<file path="src/rtl/i2c_pkg.sv">
// Shared types and widths for the I2C write-only target receiver.
package i2c_pkg;

  localparam int unsigned I2C_ADDR_W = 7;
  localparam int unsigned I2C_BYTE_W = 8;
  localparam int unsigned I2C_CNT_W  = 3;

  typedef enum logic [2:0] {
    IDLE,
    ADDR,
    ADDR_ACK,
    DATA,
    DATA_ACK,
    IGNORE
  } i2c_state_e;

endpackage

</file>
<file path="src/rtl/i2c_sync_edge.sv">
// Two-flop synchronizer for one I2C pin plus a history flop for edge detection.
module i2c_sync_edge (
  input  logic clk100mhz,
  input  logic reset,
  input  logic pin_in,
  output logic level,
  output logic rise_c,
  output logic fall_c
);

  logic meta_q, meta_d;
  logic sync_q, sync_d;
  logic hist_q, hist_d;

  always_comb begin
    meta_d = pin_in;
    sync_d = meta_q;
    hist_d = sync_q;
  end

  // Flops reset high so an idle bus never looks like an edge after reset.
  always_ff @(posedge clk100mhz or posedge reset) begin
    if (reset) begin
      meta_q <= 1'b1;
      sync_q <= 1'b1;
      hist_q <= 1'b1;
    end else begin
      meta_q <= meta_d;
      sync_q <= sync_d;
      hist_q <= hist_d;
    end
  end

  assign level  = sync_q;
  assign rise_c = sync_q & ~hist_q;
  assign fall_c = ~sync_q & hist_q;

endmodule

</file>
<file path="src/rtl/i2c_target_rx.sv">
// I2C target receiver: ACKs writes to OWN_ADDR and streams received data bytes out.
module i2c_target_rx
  import i2c_pkg::*;
#(
  parameter logic [I2C_ADDR_W-1:0] OWN_ADDR = 7'h50
) (
  input  logic                  clk100mhz,
  input  logic                  reset,
  input  logic                  scl_in,
  input  logic                  sda_in,
  input  logic                  rx_full,
  output logic                  sda_oe,
  output logic [I2C_BYTE_W-1:0] rx_data,
  output logic                  rx_valid,
  output logic                  start_det,
  output logic                  stop_det,
  output logic                  busy
);

  logic scl_level, scl_rise_c, scl_fall_c;
  logic sda_level, sda_rise_c, sda_fall_c;

  i2c_sync_edge u_scl_sync (
    .clk100mhz (clk100mhz),
    .reset     (reset),
    .pin_in    (scl_in),
    .level     (scl_level),
    .rise_c    (scl_rise_c),
    .fall_c    (scl_fall_c)
  );

  i2c_sync_edge u_sda_sync (
    .clk100mhz (clk100mhz),
    .reset     (reset),
    .pin_in    (sda_in),
    .level     (sda_level),
    .rise_c    (sda_rise_c),
    .fall_c    (sda_fall_c)
  );

  i2c_state_e                  state_q, state_d;
  logic [I2C_CNT_W-1:0]        bit_cnt_q, bit_cnt_d;
  logic [I2C_BYTE_W-2:0]       shift_q, shift_d;
  logic                        nack_q, nack_d;
  logic                        sda_oe_q, sda_oe_d;
  logic [I2C_BYTE_W-1:0]       rx_data_q, rx_data_d;
  logic                        rx_valid_q, rx_valid_d;
  logic                        start_det_q, start_det_d;
  logic                        stop_det_q, stop_det_d;
  logic                        busy_q, busy_d;

  logic                        scl_hi_c, start_c, stop_c, last_bit_c;
  logic [I2C_BYTE_W-1:0]       byte_c;

  // SCL high in this and the previous sample; false whenever SCL itself just moved.
  assign scl_hi_c   = scl_level & ~scl_rise_c;
  assign start_c    = sda_fall_c & scl_hi_c;
  assign stop_c     = sda_rise_c & scl_hi_c;
  assign byte_c     = {shift_q, sda_level};
  assign last_bit_c = (bit_cnt_q == I2C_CNT_W'(I2C_BYTE_W - 1));

  always_comb begin
    state_d     = state_q;
    bit_cnt_d   = bit_cnt_q;
    shift_d     = shift_q;
    nack_d      = nack_q;
    sda_oe_d    = sda_oe_q;
    rx_data_d   = rx_data_q;
    rx_valid_d  = 1'b0;
    start_det_d = 1'b0;
    stop_det_d  = 1'b0;
    busy_d      = busy_q;

    if (stop_c) begin
      state_d    = IDLE;
      bit_cnt_d  = '0;
      sda_oe_d   = 1'b0;
      busy_d     = 1'b0;
      stop_det_d = 1'b1;
    end else if (start_c) begin
      state_d     = ADDR;
      bit_cnt_d   = '0;
      sda_oe_d    = 1'b0;
      busy_d      = 1'b1;
      start_det_d = 1'b1;
    end else begin
      unique case (state_q)
        ADDR, DATA: begin
          if (scl_rise_c) begin
            shift_d   = byte_c[I2C_BYTE_W-2:0];
            bit_cnt_d = bit_cnt_q + I2C_CNT_W'(1);
            if (last_bit_c) begin
              bit_cnt_d = '0;
              if (state_q == ADDR) begin
                state_d = (byte_c[I2C_BYTE_W-1:1] == OWN_ADDR && !byte_c[0]) ? ADDR_ACK : IGNORE;
              end else begin
                rx_data_d  = byte_c;
                rx_valid_d = 1'b1;
                nack_d     = rx_full;
                state_d    = DATA_ACK;
              end
            end
          end
        end
        // First SCL fall drives the ACK, the next one releases it.
        ADDR_ACK: begin
          if (scl_fall_c) begin
            if (sda_oe_q) begin
              sda_oe_d = 1'b0;
              state_d  = DATA;
            end else begin
              sda_oe_d = 1'b1;
            end
          end
        end
        DATA_ACK: begin
          if (nack_q) begin
            state_d = IGNORE;
          end else if (scl_fall_c) begin
            if (sda_oe_q) begin
              sda_oe_d = 1'b0;
              state_d  = DATA;
            end else begin
              sda_oe_d = 1'b1;
            end
          end
        end
        default: ;
      endcase
    end
  end

  always_ff @(posedge clk100mhz or posedge reset) begin
    if (reset) begin
      state_q     <= IDLE;
      bit_cnt_q   <= '0;
      shift_q     <= '0;
      nack_q      <= 1'b0;
      sda_oe_q    <= 1'b0;
      rx_data_q   <= '0;
      rx_valid_q  <= 1'b0;
      start_det_q <= 1'b0;
      stop_det_q  <= 1'b0;
      busy_q      <= 1'b0;
    end else begin
      state_q     <= state_d;
      bit_cnt_q   <= bit_cnt_d;
      shift_q     <= shift_d;
      nack_q      <= nack_d;
      sda_oe_q    <= sda_oe_d;
      rx_data_q   <= rx_data_d;
      rx_valid_q  <= rx_valid_d;
      start_det_q <= start_det_d;
      stop_det_q  <= stop_det_d;
      busy_q      <= busy_d;
    end
  end

  assign sda_oe    = sda_oe_q;
  assign rx_data   = rx_data_q;
  assign rx_valid  = rx_valid_q;
  assign start_det = start_det_q;
  assign stop_det  = stop_det_q;
  assign busy      = busy_q;

endmodule

</file>
<file path="config.mk">
export PLATFORM = sky130hd
export DESIGN_NAME = i2c_target_rx
export DESIGN_NICKNAME = d
export VERILOG_FILES = /design/src/rtl/i2c_pkg.sv /design/src/rtl/i2c_sync_edge.sv /design/src/rtl/i2c_target_rx.sv
export SDC_FILE = /design/constraint.sdc
export NUM_CORES = 1
export LEC_CHECK = 0
export CAP_MARGIN = 20
export CORE_UTILIZATION = 58
export CTS_CLUSTER_DIAMETER = 30
export CTS_CLUSTER_SIZE = 12
export DETAILED_ROUTE_END_ITERATION = 16
export PLACE_DENSITY_LB_ADDON = 0.3
export SLEW_MARGIN = 10
export SYNTH_ARGS = -nofsm -noshare
export SYNTH_HDL_FRONTEND = slang
export SYNTH_SLANG_ARGS = --single-unit
</file>
<file path="constraint.sdc">
create_clock -name clk100mhz -period 4.7 [get_ports clk100mhz]
set_clock_uncertainty 0.15 [all_clocks]
set_input_delay 0.94 -clock clk100mhz [delete_from_list [all_inputs] [get_ports clk100mhz]]
set_output_delay 0.94 -clock clk100mhz [all_outputs]
set_load 0.1 [all_outputs]
</file>
**After elaboration in Yosys (flattened, before gate mapping)**

Cells that the tools add are included.

- Output and inout bits: 13
- Register bits: 33

- Equal/unequal tests: 9
- $add $sub $neg: 1
- Mux-type cells: 32
- Bitwise logic cells: 15
- Reduce and logical (&&, ||, !) cells: 13

Operator list:

| operator | number |
|---|---|
| $mux W3 | 14 |
| $mux W1 | 16 |
| $ne A4 B4 Y1 const B | 3 |
| $pmux W3 S3 | 1 |
| $not A1 Y1 | 8 |
| $and A1 B1 Y1 | 7 |
| $eq A7 B7 Y1 const B | 1 |
| $eq A3 B2 Y1 const B | 2 |
| $eq A3 B3 Y1 const B | 2 |
| $reduce_and A6 Y1 | 1 |
| $reduce_bool A3 Y1 | 2 |
| $reduce_bool A5 Y1 | 1 |
| $reduce_and A2 Y1 | 2 |
| $reduce_and A4 Y1 | 1 |
| $reduce_bool A4 Y1 | 1 |
| $add A3 B1 Y3 const B | 1 |
| $eq A3 B1 Y1 const B | 1 |
| $reduce_and A3 Y1 | 1 |
| $pmux W1 S2 | 1 |
| $reduce_bool A2 Y1 | 1 |
| $reduce_or A2 Y1 | 1 |
| $logic_and A1 B1 Y1 | 1 |
| $logic_not A1 Y1 | 1 |

**Longest topological paths before layout**

Gate-level depths: netlist of run 1.

- Depth in word-level cells: 9
- Mapped depth: 7
- Depth with buffers taken out: 5

**Hierarchy**

From an unflattened synthesis of run 1, not the netlist that was laid out.

- Cell total of the unflattened synthesis: 109
- Area total of the unflattened synthesis: 1,402.6 µm²

Modules (own cells, without submodules):

| module | instances | area an instance (µm²) | cells an instance | seq. area each (µm²) |
|---|---|---|---|---|
| i2c_target_rx | 1 | 1,207.4 | 97 | 675.6 |
| i2c_sync_edge | 2 | 97.6 | 6 | 78.8 |

**Worst setup path after synthesis of run 1**

OpenSTA, ideal clock, no wires.

- Path type: reg2out
- Start: register sda_oe_q, in the netlist sda_oe
- End: output sda_oe
- Path buffers: 0
- Data required time: 3.610 ns
- Setup slack: 2.684 ns
- Arrival: 0.926 ns
- Cell stages (with the launch flop): 1
- Path through: dfrtp_1

RTL lines:

| what | RTL line | text |
|---|---|---|
| start: declaration | i2c_target_rx.sv:45 | `logic sda_oe_q, sda_oe_d;` |
| start signal: assignment | i2c_target_rx.sv:150 | `sda_oe_q <= sda_oe_d;` |
| end: declaration | i2c_target_rx.sv:12 | `output logic sda_oe,` |

No word-level cell between the ends.

**Worst setup path in the final report of run 1**

- Start: register sda_oe_q, in the netlist sda_oe
- End: output sda_oe

No word-level cell between the ends.

==> results of run 1 <==
## metal layers
metal  GRT usage  part of all wire  vias to the layer above
met5           0                 0                        -
met4       0.149             0.024                        0
met3      0.0877             0.045                        5
met2       0.406              0.52                       21
met1       0.256              0.41                      482
li1            -                 -                      445
## stage by stage
step / area, um^2 / power (mW)
6_report: 1690 / 0.771
5_1_grt: 1690 / 0.814
4_1_cts: 1690 / 0.779
3_5_place_dp: 1640 / 0.624
3_3_place_gp: 1640 / 0.608
2_1_floorplan: 1450 / 0.578
## logic make-up (layout without fill, tap and decap cells)
group	after synthesis	after routing	share of synthesized area
and+or+nand+nor	31	31	0.133
xor gates and xnor gates	3	3	0.0181
muxes	16	16	0.124
DFF	33	33	0.573
AOI/OAI and AO/OA	16	16	0.0955
adders and majority gates	2	2	0.0172
buffers and inverters	12	33	0.0387
## report_power, final
part / leakage [nW] / internal (mW) / switching [mW]
Clock: 0.0320 / 0.0569 / 0.0938
Combinational: 0.307 / 0.101 / 0.124
Sequential: 0.423 / 0.333 / 0.0618
Total: 0.762 / 0.491 / 0.280
## flip-flops by register name, summed over array words and instances (netlist names), 3 cells and up
signal / count
bit_cnt_q: 3
rx_data: 8
shift_q: 7
state_q: 3
## how the worst max path moves through the flow
stage | start | end
after CTS | sda_oe$_DFFE_PP0P_ | sda_oe
after floorplan | sda_oe$_DFFE_PP0P_ | sda_oe
after global placement | sda_oe$_DFFE_PP0P_ | sda_oe
after detailed placement | sda_oe$_DFFE_PP0P_ | sda_oe
after global routing | sda_oe$_DFFE_PP0P_ | sda_oe
final | sda_oe$_DFFE_PP0P_ | sda_oe
## cell usage in the layout (no fill, tap or decap), types with 2 or more instances in the layout
| master | n |
|---|---|
| sky130_fd_sc_hd__a21oi_1 | 2 |
| sky130_fd_sc_hd__clkbuf_4 | 5 |
| sky130_fd_sc_hd__clkdlybuf4s50_1 | 17 |
| sky130_fd_sc_hd__clkinv_2 | 2 |
| sky130_fd_sc_hd__dfrtp_1 | 27 |
| sky130_fd_sc_hd__dfstp_2 | 6 |
| sky130_fd_sc_hd__ha_1 | 2 |
| sky130_fd_sc_hd__inv_1 | 7 |
| sky130_fd_sc_hd__mux2_2 | 16 |
| sky130_fd_sc_hd__nand2_1 | 4 |
| sky130_fd_sc_hd__nand2b_1 | 3 |
| sky130_fd_sc_hd__nand3_1 | 4 |
| sky130_fd_sc_hd__nand3b_1 | 3 |
| sky130_fd_sc_hd__nor2_1 | 6 |
| sky130_fd_sc_hd__nor3b_1 | 2 |
| sky130_fd_sc_hd__o21ai_0 | 3 |
| sky130_fd_sc_hd__o221ai_1 | 2 |
| sky130_fd_sc_hd__xnor2_1 | 2 |
## worst register-to-register path, cell delays in order (launching register included)
cell                       delay (ns)
sky130_fd_sc_hd__dfstp_2         0.60
sky130_fd_sc_hd__xor2_1          0.18
sky130_fd_sc_hd__nor2b_1         0.58
sky130_fd_sc_hd__o21ai_0         0.21
sky130_fd_sc_hd__a221oi_1        0.35
## final cells by class
| class | count | area share |
|---|---|---|
| Multi-Input combinational cell | 68 | 0.334 |
| Tap cell | 28 | 0.0208 |
| Sequential cell | 33 | 0.494 |
| Clock inverter | 2 | 0.00593 |
| Clock buffer | 6 | 0.0245 |
| Inverter | 7 | 0.0156 |
| Timing Repair Buffer | 18 | 0.105 |
==> results.txt, run 1 <==
- Measured against its own limit, the worst slew margin works out to 0.349.
- 0 antenna diodes ended up in the layout.
- The final layout contains 140 nets.
- Worst vdd rail ir drop: 0.000331 V
* Initial Utilization: 0.633
* Via count of the first global-routing pass: 983
- In this run the critical register-to-register path is captured at state_q[1]$_DFFE_PP0P_.
- Top post-synthesis cells by count: sky130_fd_sc_hd__dfrtp_1 (27), sky130_fd_sc_hd__mux2_2 (16), sky130_fd_sc_hd__inv_1 (7)
* Drt first pass iters: 4
- Number of stages on the worst hold path: 0
* Source of the worst hold timing path: u_sda_sync.meta_q$_DFF_PP1_
- CTS sink cnt: 33
* Placeable core region: 2300 um^2
- Share of flip-flops with an asynchronous set or reset: 1.00
* End point of the most critical hold path: u_sda_sync.level$_DFF_PP1_
- Total setup violations reported at the end of the flow: 0
* Fraction of the yosys area taken by sequential cells: 0.573
* Die footprint: about 2700 um^2
* Placed Cells incl. Taps: 154
* Worst setup slack after placement: 2.11 ns
- Most frequently used flop master after synthesis: sky130_fd_sc_hd__dfrtp_1
* F_max: about 340 MHz
- Delay of the slowest critical-path stage: ~1.1 ns
- On the critical path the largest part of the delay comes from buffers and inverters.
- Hold Path Class: reg2reg
- In the final routed layout, each cell accounts on average for around 16 um.
- After the first detailed-routing iteration, the DRC count stood at 15.
- Setup repair after global routing left no endpoint under its margin.
- For this run, design rule violations remaining after detail routing come to 0.
- Maximum number of pins on one net before global-route repair: 22
* Synthesized instance count: about 110
- Worst setup margin: between 1.5 and 2 ns
- Number of input and output port buffers inserted: 17
* Fraction of post-synthesis cell area in the top cell type by area: 0.465
- Count of yosys warnings during synthesis: 0
- Total Routed Length: 2530 um
- 18 I/O pins were placed.
- The count of nets left with antenna violations once routing finished came out at 0.
- At the end of the flow the core is filled with cells to 0.735.
- Leading area contributor after synthesis: sky130_fd_sc_hd__dfrtp_1
- The number of nets handed over by synthesis was 120.
- Critical Path Stages: 1
- The number of slew-limit violations in the final report came to 0.
* Skew-Pair Late Insertion Delay: 0.34 ns
- Total congestion overflow after global routing: 0
- Cell Area, Synth: approximately 1500 um^2
- Dividing the synthesized area by the synthesized cell count gives around 13 um^2.
- EDFF count, synth: 0
- Largest fanout on the critical path: 3
- In the final layout, the multi-input gates occupy between 500 and 600 um^2.
- In this run, synthesis produced a sequential element count of 33.
* CTS Root Cell: sky130_fd_sc_hd__clkbuf_4
* Least-Margin Pin Slew: 0.973 ns
- Fill cells: 173
* FF/Latch Area: approximately 830 um^2
* Critical path, cell by cell: clkdlybuf4s50_1
* Master of the slowest instance on the critical path: sky130_fd_sc_hd__clkdlybuf4s50_1
- From left edge to right edge, the die measures around 52 um.
- The worst setup path is captured at an output port.
- Via count normalized by instance count: 5.88
- Maximum level of the CTS H-tree: 2
- Post-CTS Repair Setup Buffers: 0
- Power Density: roughly 460 nW/um^2
* Overall via count from detail_route: 953
* Synth top area cells: sky130_fd_sc_hd__dfrtp_1 (46%), sky130_fd_sc_hd__mux2_2 (12%), sky130_fd_sc_hd__dfstp_2 (11%)
- In the global route stage, overall resource usage came out at 0.242.
- Startpoint kind of the worst setup timing path: flop
- The HPWL after detailed placement is 1780 um.
- For the finished layout, the period the worst path requires is 2.96 ns.
- Launch instance of the worst register-to-register path: u_sda_sync.level$_DFF_PP1_
- For this run, the number of standard cells in the final layout without fillers is about 160.
* Number of different library cells in the post-synthesis netlist: 36
* Chip height: 52.1 um
- The run finished with clean final reports.
- Critical path data arrival time: roughly 1.9 ns
- Inserted Clock Buffers: 5
- The clock passes through at most 2 buffers.
* Final hold violation count: 0
- Across the run, the number of max-cap violations was 0.
- Worst path required time: ~3.6 ns
- Total of cells resized after clock tree synthesis: 0
* FF-to-FF path depth: 4
* Fin Hold WS: ~0.21 ns
* Area Overhead vs Synth: 16.1%
* Most repeated cell in the gate-level netlist after synthesis: sky130_fd_sc_hd__dfrtp_1
- CTS tree: yes
- Standard-cell row count: 17
- Wire length of the first global-routing pass: approximately 4400 um
- The critical path in this run is classified as reg2out.
- Ratio of cells with drive above 1 in the final layout: 0.276
- Setup total negative slack on the finished layout was measured at 0 ns.
- Period Utilization, post-route: 0.630
- Routability congestion estimate from global placement: slightly above 0.8
- Number of antenna violations at the first check in global routing: 0
* Number of buffer and inverter stages on the critical path: 1
- Clock edge transition at the registers on the reported setup and hold paths: ~0.10 ns
- Flop-to-flop setup slack: about 2.5 ns
- For this design, the CTS-stage hold fixing added 0 buffers.
* Leakage power: about 0.76 nW
(Power assumes the default switching activity.)
==> run 2: changes to the inputs <==
--- a/config.mk
+++ b/config.mk
@@ -6,7 +6,7 @@
 export NUM_CORES = 1
 export LEC_CHECK = 0
 export CAP_MARGIN = 20
-export CORE_UTILIZATION = 58
+export CORE_UTILIZATION = 48
 export CTS_CLUSTER_DIAMETER = 30
 export CTS_CLUSTER_SIZE = 12
 export DETAILED_ROUTE_END_ITERATION = 16
==> constraint.sdc (replaced) <==
create_clock -name clk100mhz -period 2.38 [get_ports clk100mhz]
set_clock_uncertainty 0.15 [all_clocks]
set_input_delay 0.476 -clock clk100mhz [delete_from_list [all_inputs] [get_ports clk100mhz]]
set_output_delay 0.476 -clock clk100mhz [all_outputs]
set_load 0.1 [all_outputs]
==> results.txt, run 2 (synthesis results as in run 1) <==
* Status: complete, no violations (unchanged)
- The total half-perimeter wirelength after legalization and detailed placement was 1720 um (was 1780 um).
- Instance area at placement: 1620 um^2 (was 1640 um^2)
* Total of cells resized after clock tree synthesis: 0 (unchanged)
- Source of the worst hold timing path: u_scl_sync.meta_q$_DFF_PP1_ (was u_sda_sync.meta_q$_DFF_PP1_)
* Final count of pins violating max slew: 0 (unchanged)
- The type of destination of the critical path is a flop (was output port).
- Standard-cell row count: 19 (was 17)
* Area Overhead vs Synth: 17.5% (was 16.1%)
- Cts hold-fix bufs: 0 (unchanged)
- Chip width: 57.0 um (was 52.1 um)
- F_max: roughly 520 MHz
- R2R Path End: rx_data[0]$_DFFE_PP0P_ (was state_q[1]$_DFFE_PP0P_)
- The flip-flop count of the largest register after layout was 8 (unchanged).
- The CTS tree was yes (unchanged).
- The net total in the final layout is 142 (was 140).
- Number of stages on the worst hold path: 0 (unchanged)
- The most common cell after layout, fill and taps aside is sky130_fd_sc_hd__dfrtp_1 (unchanged).
* Power Density: 965 nW/um^2 (was 457 nW/um^2)
* Leakage power: 0.811 nW (was 0.762 nW)
* Chip height: 57.0 um (was 52.1 um)
- The later-pin clock latency in the skew report was 0.33 ns (was 0.34 ns).
- Worst vdd rail ir drop: 0.000487 V (was 0.000331 V)
* Final hold violation count: 0 (unchanged)
* Placeable core region: 2810 um^2 (was 2300 um^2)
* Ant. Diodes: 0 (unchanged)
- The per-cell via count in the routed design came to 5.50 (was 5.88).
- The type of the worst setup path is reg2reg (was reg2out).
- Final routed wire length divided by cell count: 14.7 um (was 15.6 um)
- Initial Utilization: 0.518 (was 0.633)
* Drt first pass iters: 4 (unchanged)
- Least-Margin Pin Slew: 0.544 ns (was 0.973 ns)
* Worst path required time: 2.45 ns (was 3.61 ns)
- Remaining antenna violation count after routing: 0 (unchanged)
- The area of all placed cells without fillers came to 1710 um^2 (was 1690 um^2).
- FF-to-FF path depth: 3 (was 4)
- Largest fanout on the critical path: 10 (was 3)
- The aggregate global routing overflow came to 0 (unchanged).
* Period Utilization, post-route: 0.807
- Wire length of the first global-routing pass: 4210 um (was 4370 um)
- Initial DRC Count: 21 (was 15)
- Overall via count from detail_route: 919 (was 953)
- Number of antenna violations at the first check in global routing: 0 (unchanged)
* Number of buffers on the longest clock path: 2 (unchanged)
- The final count of negative-setup-slack endpoints came to 0 (unchanged).
* Routability congestion estimate from global placement: 0.863 (was 0.809)
- The area of the die came to 3250 um^2 (was 2710 um^2).
- The endpoint with the worst hold slack is u_scl_sync.level$_DFF_PP1_ (was u_sda_sync.level$_DFF_PP1_).
- CTS sink cnt: 33 (unchanged)
- The worst path needs around 1.9 ns of the cycle, external delays included.
- The number of global-route vias before repair was 900 (was 983).
* Number of top-level design ports: 18 (unchanged)
* Max_slew headroom: 0.634 (was 0.349)
- Number of max-cap violations: 0 (unchanged)
- The cell at the root of the clock tree is sky130_fd_sc_hd__clkbuf_4 (unchanged).
- Startpoint kind of the worst setup timing path: flop (unchanged)
* Flop-to-flop setup slack: 0.46 ns (was 2.52 ns)
- Number of input and output port buffers inserted: 17 (unchanged)
- The total length of routed wires is 2460 um (was 2530 um).
- Maximum number of pins on one net before global-route repair: 34 (was 22)
- Setup repair after global routing missed its margin: false (unchanged)
* Hold Path Class: reg2reg (unchanged)
- Post-detailed-route DRC marker count: 0 (unchanged)
- The setup TNS came to 0 ns (unchanged).
* Inserted Clock Buffers: 5 (unchanged)
- Critical path data arrival time: 1.99 ns (was 1.87 ns)
- Ratio of cells with drive above 1 in the final layout: 0.382 (was 0.276)
* Clock edge transition at the registers on the reported setup and hold paths: 0.09 ns (was 0.10 ns)
* Top library cells by usage in the layout, fill and taps aside: sky130_fd_sc_hd__dfrtp_1 (27), sky130_fd_sc_hd__mux2_2 (16), sky130_fd_sc_hd__buf_4 (16) (was sky130_fd_sc_hd__dfrtp_1 (27), sky130_fd_sc_hd__clkdlybuf4s50_1 (17), sky130_fd_sc_hd__mux2_2 (16))
- Aggregate global-route resource usage: 0.178 (was 0.242)
* Post-CTS Repair Setup Buffers: 0 (unchanged)
* Maximum level of the CTS H-tree: 2 (unchanged)
- The worst flop-to-flop path startpoint is state_q[0]$_DFFE_PP0P_ (was u_sda_sync.level$_DFF_PP1_).
- Fill cells: 217 (was 173)
==> run 2: layer usage <==
layer,track usage,vias up,part of all wire
li1,-,446,-
met1,0.229,445,0.45
met2,0.272,21,0.48
met3,0.0544,7,0.042
met4,0.0941,0,0.022
met5,0,-,0
==> run 2: how the worst max path moves through the flow <==
stage	from	end	slack (ns)	cells after the start
finish	state_q[0]$_DFFE_PP0P_	rx_data[0]$_DFFE_PP0P_	0.46	3
global route	u_sda_sync.level$_DFF_PP1_	state_q[1]$_DFFE_PP0P_	0.26	4
CTS	state_q[0]$_DFFE_PP0P_	rx_data[6]$_DFFE_PP0P_	0.46	3
detailed placement	state_q[0]$_DFFE_PP0P_	rx_data[6]$_DFFE_PP0P_	0.46	3
global placement	u_scl_sync.level$_DFF_PP1_	rx_data[4]$_DFFE_PP0P_	0.52	3
floorplan	sda_oe$_DFFE_PP0P_	state_q[1]$_DFFE_PP0P_	0.50	4
==> run 2: critical path, cell delays in order (launching register included) <==
cell	delay, ns
sky130_fd_sc_hd__dfrtp_1	0.56
sky130_fd_sc_hd__or3b_2	0.51
sky130_fd_sc_hd__nand3_2	0.22
sky130_fd_sc_hd__mux2_2	0.37
==> run 2: area by class of cell <==
cell class	instances	area, um^2	area share
flip-flops and latches	33	833	0.488
clock buffers	7	55.1	0.0322
inverters	7	26.3	0.0154
multi-input cells	68	564	0.330
repair buffers	20	160	0.0938
clock inverters	1	30.0	0.0176
well taps	31	38.8	0.0227
==> run 2: metrics by stage <==
step	util	setup slack [ns]	instances	power, mW	hold slack, ns
final	0.609	0.459	167	1.65	0.210
after floorplan	-	0.501	113	1.14	0.195
after global placement	0.579	0.524	159	1.21	0.195
after CTS	0.609	0.458	167	1.67	0.212
after detailed placement	0.579	0.463	159	1.23	0.197
after global routing	0.609	0.256	167	1.75	0.218
==> run 2: where the power goes <==
group          switching [mW]  internal [mW]  total, mW  leakage (nW)
clock                   0.179          0.251      0.430        0.0455
combinational           0.237          0.198      0.435         0.343
sequential              0.126          0.658      0.784         0.423
total                   0.542           1.11       1.65         0.811
==> run 3: changes to the inputs <==
--- a/config.mk
+++ b/config.mk
@@ -6,7 +6,7 @@
 export NUM_CORES = 1
 export LEC_CHECK = 0
 export CAP_MARGIN = 20
-export CORE_UTILIZATION = 48
+export CORE_UTILIZATION = 54
 export CTS_CLUSTER_DIAMETER = 30
 export CTS_CLUSTER_SIZE = 12
 export DETAILED_ROUTE_END_ITERATION = 16
==> constraint.sdc (replaced) <==
create_clock -name clk100mhz -period 1.9 [get_ports clk100mhz]
set_clock_uncertainty 0.15 [all_clocks]
set_input_delay 0.38 -clock clk100mhz [delete_from_list [all_inputs] [get_ports clk100mhz]]
set_output_delay 0.38 -clock clk100mhz [all_outputs]
set_load 0.1 [all_outputs]
==> results.txt, run 3 (synthesis results as in run 1) <==
- Status: complete, no violations (unchanged)
- The post-cts repair resize count is 0 (unchanged).
* Critical Setup Path Class: reg2reg (unchanged)
- Setup_tns: 0 ns (unchanged)
- The number of optimization iterations in the first detailed-route pass came to 4 (unchanged).
* Ant. Diodes: 0 (unchanged)
- Period Utilization, post-route: 0.970 (was 0.807)
* Fill cells: 145 (was 217)
- The all-layer global routing usage was 0.221 (was 0.178).
* Chip width: 53.9 um (was 57.0 um)
- Number of buffer and inverter stages on the critical path: 0 (unchanged)
* Post-CTS Repair Setup Buffers: 0 (unchanged)
- The area of all placed cells without fillers is 1900 um^2 (was 1710 um^2).
* Number of input and output port buffers inserted: 17 (unchanged)
* CTS sink cnt: 33 (unchanged)
* Initial Utilization: 0.582 (was 0.518)
- Inserted Clock Buffers: 5 (unchanged)
* Overall via count from detail_route: 952 (was 919)
- The flip-flop count of the largest register after layout was 8 (unchanged).
- Detailed placer's ending HPWL: 1910 um (was 1720 um)
* Instance area at placement: 1810 um^2 (was 1620 um^2)
* Chip height: 53.9 um (was 57.0 um)
- The net total in the final layout came to 146 (was 142).
* Skew-Pair Late Insertion Delay: 0.33 ns (about the same)
- The final count of negative-setup-slack endpoints came to 0 (unchanged).
- Total congestion overflow after global routing: 0 (unchanged)
* Clock network fraction of design power: 0.256 (was 0.261)
- Setup repair after global routing missed its margin: false (unchanged)
- The kind of cell adding the most delay to the critical path was simple AND/OR/NAND/NOR gates (unchanged).
- The data required time at the worst endpoint is 1.97 ns (was 2.45 ns).
- The number of DRC markers after the initial detailed-route iteration came to 16 (was 21).
- Die footprint: 2900 um^2 (was 3250 um^2)
- F_max: 542 MHz (was 521 MHz)
* Flop pwr share: 0.436 (was 0.476)
- The slew of the pin with the lowest slew margin was 0.570 ns (was 0.544 ns).
- The fraction of final layout cells sized beyond drive strength 1 is 0.407 (was 0.382).
- Share of the core filled with cells: 0.761 (was 0.609)
* Crit. End Element: flop (unchanged)
- Via count of the first global-routing pass: 921 (was 900)
* Worst setup margin: 0.0562 ns (was 0.459 ns)
* Delay of the slowest critical-path stage: 0.49 ns (was 0.56 ns)
- The number of slew-limit violations in the final report came to 0 (unchanged).
- Switching portion of total power: 0.331 (was 0.329)
- Combinational Power Share: 0.308 (was 0.264)
- The leakage component of the power was 0.867 nW (was 0.811 nW).
* Psw: 0.717 mW (was 0.542 mW)
- Worst vdd rail ir drop: 0.000981 V (was 0.000487 V)
* Commonest non-fill, non-tap cell in the layout: sky130_fd_sc_hd__dfrtp_1 (unchanged)
- The cell at the slowest stage of the critical path was sky130_fd_sc_hd__or3b_2 (was sky130_fd_sc_hd__dfrtp_1).
- Post-detailed-route DRC marker count: 0 (unchanged)
- The count of final hold-check violations is 0 (unchanged).
- The combined area of the multi-input logic cells came to 564 um^2 (unchanged).
* Number of top-level design ports: 18 (unchanged)
- The number of buffers inserted for hold repair after clock tree synthesis came to 0 (unchanged).
- The per-cell via count in the routed design was 5.60 (was 5.50).
- FF/Latch Area: 833 um^2 (unchanged)
- The first-pass GRT wire length is 4240 um (was 4210 um).
- Hold Path Class: reg2reg (unchanged)
* Maximum number of pins on one net before global-route repair: 34 (unchanged)
- The total of max-cap violations came to 0 (unchanged).
* Routability congestion estimate from global placement: 0.894 (was 0.863)
* Number of buffers on the longest clock path: 2 (unchanged)
* Maximum level of the CTS H-tree: 2 (unchanged)
- The total length of routed wires was 2610 um (was 2460 um).
- The normalized max-slew margin is 0.615 (was 0.634).
* Clock edge transition at the registers on the reported setup and hold paths: 0.10 ns (was 0.09 ns)
- CTS Root Cell: sky130_fd_sc_hd__clkbuf_4 (unchanged)
* Worst setup slack after placement: 0.0764 ns (was 0.463 ns)
- The data arrival time of the critical path came to 1.91 ns (was 1.99 ns).
* Critical path, cell by cell: or3b_2 -> nand3_2 -> mux2_2 (unchanged)
- Top library cells by usage in the layout, fill and taps aside: sky130_fd_sc_hd__dfrtp_1 (27), sky130_fd_sc_hd__mux2_2 (16), sky130_fd_sc_hd__buf_12 (13) (was sky130_fd_sc_hd__dfrtp_1 (27), sky130_fd_sc_hd__mux2_2 (16), sky130_fd_sc_hd__buf_4 (16))
- The power density over the cells is 1140 nW/um^2 (was 965 nW/um^2).
- The core footprint was 2500 um^2 (was 2810 um^2).
* CTS tree: yes (unchanged)
- Min Tclk post-route: 1.84 ns (was 1.92 ns)
* Int Power: 1.45 mW (was 1.11 mW)
- Remaining antenna violation count after routing: 0 (unchanged)
* Startpoint kind of the worst setup timing path: flop (unchanged)
* Largest fanout on the critical path: 10 (unchanged)
- Final routed wire length divided by cell count: 15.3 um (was 14.7 um)
- The layout overhead on the synthesized area was 30.9% (was 17.5%).
- The number of standard-cell rows in the floorplan came to 18 (was 19).
- The initial antenna violation count was 0 (unchanged).
-- run 3: cell types whose count changed in the layout (fill, tap and decap cells not counted), sizes merged --
cell,delta
clkbuf,-1
buf,+4
clkinvlp,+1
-- run 3: power by group through the flow --
stage | Combinational, mW | Sequential (mW) | Clock [mW]
2_1_floorplan | 0.434 | 0.996 | 0
3_3_place_gp | 0.649 | 0.945 | 0
3_5_place_dp | 0.664 | 0.956 | 0
4_1_cts | 0.671 | 0.942 | 0.565
5_1_grt | 0.729 | 0.960 | 0.596
6_report | 0.667 | 0.944 | 0.555
-- run 3: worst paths after layout --
check	start	end	slack (ns)	cells past startpoint
max reg2reg	state_q[1]$_DFFE_PP0P_	rx_data[0]$_DFFE_PP0P_	0.06	3
max	state_q[1]$_DFFE_PP0P_	rx_data[0]$_DFFE_PP0P_	0.06	3
min reg2reg	u_scl_sync.meta_q$_DFF_PP1_	u_scl_sync.level$_DFF_PP1_	0.21	0
min	u_scl_sync.meta_q$_DFF_PP1_	u_scl_sync.level$_DFF_PP1_	0.21	0
max in group asynchronous	reset	u_scl_sync.hist_q$_DFF_PP1_	1.01	3
min in group asynchronous	reset	busy$_DFFE_PP0P_	0.27	3
-- run 3: final cells by class --
type,instances,share of cell area
repair buffers,24,0.185
flip-flops and latches,33,0.438
clock inverters,2,0.0197
multi-input cells,68,0.297
inverters,7,0.0138
well taps,30,0.0197
clock buffers,6,0.0270
-- run 3: routing by layer --
layer,up-vias,GRT usage,part of all wire
met5,-,0,0
met4,0,0.101,0.013
met3,4,0.0791,0.048
met2,24,0.335,0.48
met1,468,0.282,0.46
li1,456,-,-
-- run 3: through the flow --
step	total power [mW]	std cells	hold WS, ns
floorplan	1.43	113	0.195
global placement	1.59	162	0.196
detailed placement	1.62	162	0.198
CTS	2.18	170	0.213
global route	2.29	170	0.217
finish	2.17	170	0.212
